==> src/rtl/piso_pkg.sv <==
// Shared definitions for the parallel-in / serial-out serializer feeding the 4-bit SIPO.
package piso_pkg;

    // Default word width; matches the downstream SIPO.
    localparam int SER_WIDTH = 4;

    typedef logic [1:0] state_t;

    localparam state_t ST_IDLE  = 2'd0;
    localparam state_t ST_SHIFT = 2'd1;
    localparam state_t ST_GAP   = 2'd2;

    // Counter width able to hold n-1, never narrower than one bit.
    function automatic int cnt_width(input int n);
        if (n <= 2) begin
            return 1;
        end
        return $clog2(n);
    endfunction

endpackage

==> src/rtl/piso_serializer.sv <==
// MSB-first serializer: valid/ready word load, one bit per clock, done pulse, optional idle gap.
module piso_serializer
    import piso_pkg::*;
#(
    parameter int WIDTH = SER_WIDTH,
    parameter int GAP   = 1
) (
    input  logic             clk,
    input  logic             reset,
    input  logic [WIDTH-1:0] data_in,
    input  logic             load_valid,
    output logic             load_ready,
    output logic             serial_out,
    output logic             bit_valid,
    output logic             done
);

    localparam int BCW = cnt_width(WIDTH);
    localparam int GCW = cnt_width(GAP);

    localparam logic [BCW-1:0] BIT_RELOAD = BCW'(WIDTH - 1);
    localparam logic [GCW-1:0] GAP_RELOAD = (GAP > 0) ? GCW'(GAP - 1) : '0;

    state_t           state_reg;
    state_t           state_next;
    logic [WIDTH-1:0] shift_reg;
    logic [WIDTH-1:0] shift_next;
    logic [WIDTH-1:0] shift_left;
    logic [BCW-1:0]   bit_cnt_reg;
    logic [BCW-1:0]   bit_cnt_next;
    logic [GCW-1:0]   gap_cnt_reg;
    logic [GCW-1:0]   gap_cnt_next;
    logic             done_reg;
    logic             done_next;

    // Left shift with zero fill, MSB leaves first.
    assign shift_left[0] = 1'b0;
    generate
        for (genvar gi = 1; gi < WIDTH; gi++) begin : g_shift
            assign shift_left[gi] = shift_reg[gi-1];
        end
    endgenerate

    always_comb begin
        state_next   = state_reg;
        shift_next   = shift_reg;
        bit_cnt_next = bit_cnt_reg;
        gap_cnt_next = gap_cnt_reg;
        done_next    = 1'b0;
        case (state_reg)
            ST_IDLE: begin
                if (load_valid) begin
                    shift_next   = data_in;
                    bit_cnt_next = BIT_RELOAD;
                    state_next   = ST_SHIFT;
                end
            end
            ST_SHIFT: begin
                shift_next = shift_left;
                if (bit_cnt_reg == '0) begin
                    done_next = 1'b1;
                    if (GAP > 0) begin
                        gap_cnt_next = GAP_RELOAD;
                        state_next   = ST_GAP;
                    end else begin
                        state_next = ST_IDLE;
                    end
                end else begin
                    bit_cnt_next = bit_cnt_reg - 1'b1;
                end
            end
            ST_GAP: begin
                if (gap_cnt_reg == '0) begin
                    state_next = ST_IDLE;
                end else begin
                    gap_cnt_next = gap_cnt_reg - 1'b1;
                end
            end
            default: begin
                state_next = ST_IDLE;
            end
        endcase
    end

    always_ff @(posedge clk) begin
        if (reset) begin
            state_reg   <= ST_IDLE;
            shift_reg   <= '0;
            bit_cnt_reg <= '0;
            gap_cnt_reg <= '0;
            done_reg    <= 1'b0;
        end else begin
            state_reg   <= state_next;
            shift_reg   <= shift_next;
            bit_cnt_reg <= bit_cnt_next;
            gap_cnt_reg <= gap_cnt_next;
            done_reg    <= done_next;
        end
    end

    // Outputs decode registered state only; nothing flows combinationally from inputs.
    assign load_ready = (state_reg == ST_IDLE);
    assign bit_valid  = (state_reg == ST_SHIFT);
    assign serial_out = (state_reg == ST_SHIFT) && shift_reg[WIDTH-1];
    assign done       = done_reg;

endmodule

==> config.mk <==
export PLATFORM = sky130hd
export DESIGN_NAME = piso_serializer
export DESIGN_NICKNAME = d
export VERILOG_FILES = /design/src/rtl/piso_pkg.sv /design/src/rtl/piso_serializer.sv
export SDC_FILE = /design/constraint.sdc
export NUM_CORES = 1
export LEC_CHECK = 0
export CAP_MARGIN = 20
export CORE_AREA = 5 5 42 44
export CTS_CLUSTER_DIAMETER = 60
export CTS_CLUSTER_SIZE = 24
export DETAILED_ROUTE_END_ITERATION = 8
export DIE_AREA = 0 0 47 49
export RECOVER_POWER = 100
export SETUP_SLACK_MARGIN = 0.4
export SLEW_MARGIN = 10
export SYNTH_ARGS = -nofsm -noshare
export SYNTH_HDL_FRONTEND = slang
export SYNTH_SLANG_ARGS = --single-unit
==> constraint.sdc <==
create_clock -name clk -period 3.75 [get_ports clk]
set_clock_uncertainty 0.15 [all_clocks]
set_input_delay 0.9375 -clock clk [delete_from_list [all_inputs] [get_ports clk]]
set_output_delay 0.9375 -clock clk [all_outputs]
set_load 0.03 [all_outputs]
Yosys cells after proc, flatten, opt, wreduce, memory -nomap -nowiden --
Cells that the tools add are included.
Word-level totals: flip-flop bits (word level) 10, memory bits (writable) 0, memories kept 0, input bits 7, bits in latches 0, memory bits (read-only) 0, output and inout port bits 4
Cells by class: divide/modulo/power cells 0, bitwise gates (word level) 1, multiply operators 0, mux-type cells 13, $add $sub $neg 2, equality and inequality tests 6, shifts and indexed selects 0, magnitude comparators 0, reduce and logical (&&, ||, !) cells 10
Operator list (count):
- 2-to-1 mux 2 bit | 5
- one-hot mux 4 bit (2 select lines) | 1
- inequality test 2 bit, second input constant | 3
- one-hot mux 2 bit (3 select lines) | 1
- AND reduction 3 bit | 2
- logical NOT 2 bit | 2
- 2-to-1 mux 4 bit | 1
- one-hot mux 2 bit (2 select lines) | 1
- AND reduction 2 bit | 2
- nonzero test 2 bit | 2
- 2-to-1 mux 1 bit | 3
- == test 2 x 1 -> 1 bit, second input constant | 1
- == test 2 bit, second input constant | 1
- inequality test 2 x 1 -> 1 bit, second input constant | 1
- one-hot mux 1 bit (2 select lines) | 1
- OR reduction 2 bit | 1
- subtractor 2 x 1 -> 2 bit, second input constant | 1
- logical AND 1 bit | 1
- NOT 1 bit | 1
- subtractor 1 bit, second input constant | 1

Longest topological paths before layout --
word-level depth 3, depth in mapped cells 5, gate-level depth less buffers 5

Worst setup path before layout --
No wires, ideal clock.
kind reg-to-output, from register state_reg[0], to output serial_out, cell stages (with the launch flop) 4, path slack 1.594 ns, data arrival time 1.069 ns, path buffers 1, required time 2.663 ns, cells stage by stage dfxtp_1 -> buf_4 -> nor2b_4 -> and2_1
Between the ends: longest elaborated chain between the ends 2
Ends and longest elaborated chain:
- start: declaration | line piso_serializer.sv:24 | state_t state_reg;
- start signal: assignment | line piso_serializer.sv:93 | state_reg <= state_next;
- == test 2 x 1 -> 1 bit
- net bit_valid | line piso_serializer.sv:14 | output logic bit_valid,
- logical AND 1 bit | line piso_serializer.sv:104 | assign serial_out = (state_reg == ST_SHIFT) && shift_reg[WIDTH-1];
- end: declaration | line piso_serializer.sv:13 | output logic serial_out,
The timed path passes the listed nets, and every way through them passes these cells.

Worst setup path in the final report --
from register state_reg[0], to output serial_out
Between the ends: longest elaborated chain between the ends 2
Ends and longest elaborated chain (line):
- == test 2 x 1 -> 1 bit | piso_serializer.sv:104
- logical AND 1 bit | piso_serializer.sv:104
No other way between the ends.

==> metrics.txt <==
status=complete, no violations; Most used DFF post-synth=dfxtp_1; critical-path maximum fanout=10; # fillers=152; Post-synth EDFFs=0; GR Util All Layers=7.35%; Post-CTS Hold Fix Bufs=0; Reg power frac=46.7%; worst vdd ir=between 200 and 250 µV; layout net count=65; Post-CTS Setup Repair Bufs=0; Post-Syn Nets=between 50 and 60; Synth area leaders=dfxtp_1 40%, a211oi_2 11%, mux2i_1 6.7%; Critical Path RT=2.66 ns; crit path kind=reg -> out; Worst-Skew Late Latency=around 0.25 ns; Synth Instances=44; initial core utilization=between 30% and 40%; flops & latches, synth=9; chip height=just under 50 µm; dpl cells=68; RSZ-0062 raised after global routing=no; min cycle time layout=approximately 3.0 ns; Leakage=0.218 nW; Psw=between 60 and 70 µW; hold path cells=1; core area=0.00140 mm²; Via-to-Cell Ratio=4.65; hold_sp=bit_cnt_reg[1]$_SDFFE_PP0P_; reg2reg setup slack=around 2.3 ns; CTS tree=yes; post-synthesis sequential area ratio=around two fifths; H-tree depth=1; final setup vio count=0; Avg WL per Cell=11.0 µm; Pint=175 µW; r2r endpoint=bit_cnt_reg[0]$_SDFFE_PP0P_; first-pass GRT wire length=approximately 1200 µm; final antenna-violating net count=0; layout cell share with drive strength beyond 1=around 16%; switch share=28.6%; reg-to-reg startpoint=bit_cnt_reg[0]$_SDFFE_PP0P_; Worst-Margin Slew=0.356 ns; CTS Buffer Depth=2; area growth from synthesis to layout=25.4%; pwr/cell area=roughly 440 mW/mm²; max FFs per register=4; residual DRC count=0; Pins Over Slew Limit=0; initial antenna violation count=0; count of cell types in the netlist=22; root buf cell=clkbuf_4; number of global-route vias before repair=between 200 and 300; Site Rows=14; Synth warnings=0; I/O Buffers=10; total grt overflow=0; Clock power frac=a little under a third; post-synth top area share=40.2%; Die ar.=about 0.0023 mm²; DP HPWL=~570 µm; Gate power share=around a quarter; count leader, synth=dfxtp_1; Hold Path Sink=bit_cnt_reg[1]$_SDFFE_PP0P_; Resized Gates After CTS=0; Max-slew headroom=around three quarters; endpoints failing hold=0; via count=335; Max Clock Freq=336 MHz; cell taking the most area after synthesis=dfxtp_1; commonest cells in the netlist=9 x dfxtp_1, 4 x a211oi_2, 4 x nor2_2; Post-synth ARST share=0%; Worst R2R Path Depth=5; final period utilization=between 70 and 80%; Die W=between 40 and 50 µm; Avg Inst Size Synth=around 10 µm²; CP Launch Type=flip-flop; setup_tns=0 ns; Post-Layout Cell Count=slightly above 70; largest net degree at the start of global routing=11; CTS Buf Count=3; clock-pin slew on the worst setup and hold paths=about 0.060 ns; Tightest Hold Check Type=reg -> reg; DR pass1 iterations=2; Critical Path AT=about 1.9 ns; cell area after synthesis=448 µm²; clk sinks=9; RD Place Congestion=about 0.63; Max-Cap Viols=0; ant diodes=0; Worst Setup End Kind=output pin; I/O pin count=11; DRT Wirelength=slightly below 800 µm; Iter 0 DRT Violations=10
worst max-delay path: stages (launching register included):
cell and delay (ns):
dfxtp_1 0.53, nor2b_4 0.24, and2_1 0.13, dlygate4sd3_1 0.73
how the worst max path moves through the flow:
| stage | start | endpoint | slack (ns) | depth (start not counted) |
|---|---|---|---|---|
| finish | state_reg[0]$_SDFFE_PP0P_ | serial_out | 0.78 | 3 |
| global route | state_reg[0]$_SDFFE_PP0P_ | serial_out | 0.66 | 3 |
| CTS | state_reg[0]$_SDFFE_PP0P_ | serial_out | 0.77 | 3 |
| detailed placement | state_reg[0]$_SDFFE_PP0P_ | serial_out | 1.08 | 3 |
| global placement | state_reg[0]$_SDFFE_PP0P_ | serial_out | 1.07 | 3 |
| floorplan | state_reg[0]$_SDFFE_PP0P_ | serial_out | 1.59 | 3 |
routing by layer:
layer  up-vias  wire length [µm]  track usage, %
met1       144               403            9.78
met5         -                 0               0
met2         8               311            8.14
met3         2                67            3.32
met4         0                 9            6.91
li1        181                 -               -
placed cells by master (no fill, tap or decap):
master and n:
a211oi_1 3, nor2b_1 1, nor2_1 2, or3b_1 1, a211oi_2 1, nand2_1 1
o21ba_1 1, nand2b_1 2, nor2_2 4, clkbuf_1 1, o21ai_1 1, ha_1 1
o21a_1 1, nor3b_1 2, a31oi_1 1, mux2i_1 3, dfxtp_1 9, nor2b_4 1
dlygate4sd3_1 6, inv_1 3, a21oi_1 2, clkdlybuf4s50_1 4, and2_1 1, a32oi_1 1
clkbuf_4 3
power groups by stage:
| stage | combinational [mW] | clock (mW) | sequential (mW) |
|---|---|---|---|
| final | 0.0569 | 0.0735 | 0.114 |
| after global routing | 0.0628 | 0.0825 | 0.115 |
| after CTS | 0.0642 | 0.0774 | 0.115 |
| after detailed placement | 0.0639 | 0 | 0.117 |
| after global placement | 0.0635 | 0 | 0.117 |
| after floorplan | 0.0485 | 0 | 0.113 |
kinds of logic (layout without fill, tap and decap cells):
group                    Yosys count  count (layout)  share of synthesized area (%)
AO/OA/AOI/OAI                     11              11                           23.2
adder cells (fa/ha/maj)            1               1                           2.79
buffers and inverters              5              17                           5.03
flip-flops                         9               9                           40.2
multiplexers                       3               3                           6.70
AND/OR/NAND/NOR                   15              15                           22.1
per-stage QoR:
stage          total power, mW  worst slack [ns]  hold WS, ns  utilization, %  cell area, µm²
3_5_place_dp             0.181              1.08        0.310            39.7             557
5_1_grt                  0.261             0.656        0.368            40.1             562
3_3_place_gp             0.180              1.07        0.301            39.7             557
6_report                 0.244             0.777        0.316            40.1             562
4_1_cts                  0.256             0.773        0.324            41.6             583
2_1_floorplan            0.162              1.59        0.290               -             448
area by class of cell:
class                   instances  area (µm²)  share of cell area [%]
clock buffers                   4        26.3                    4.68
repair buffers                 10         100                    17.8
multi-input cells              30         224                    39.9
well taps                      16        20.0                    3.56
flip-flops and latches          9         180                    32.1
inverters                       3        11.3                    2.00
Power figures use the tool's default switching activity.
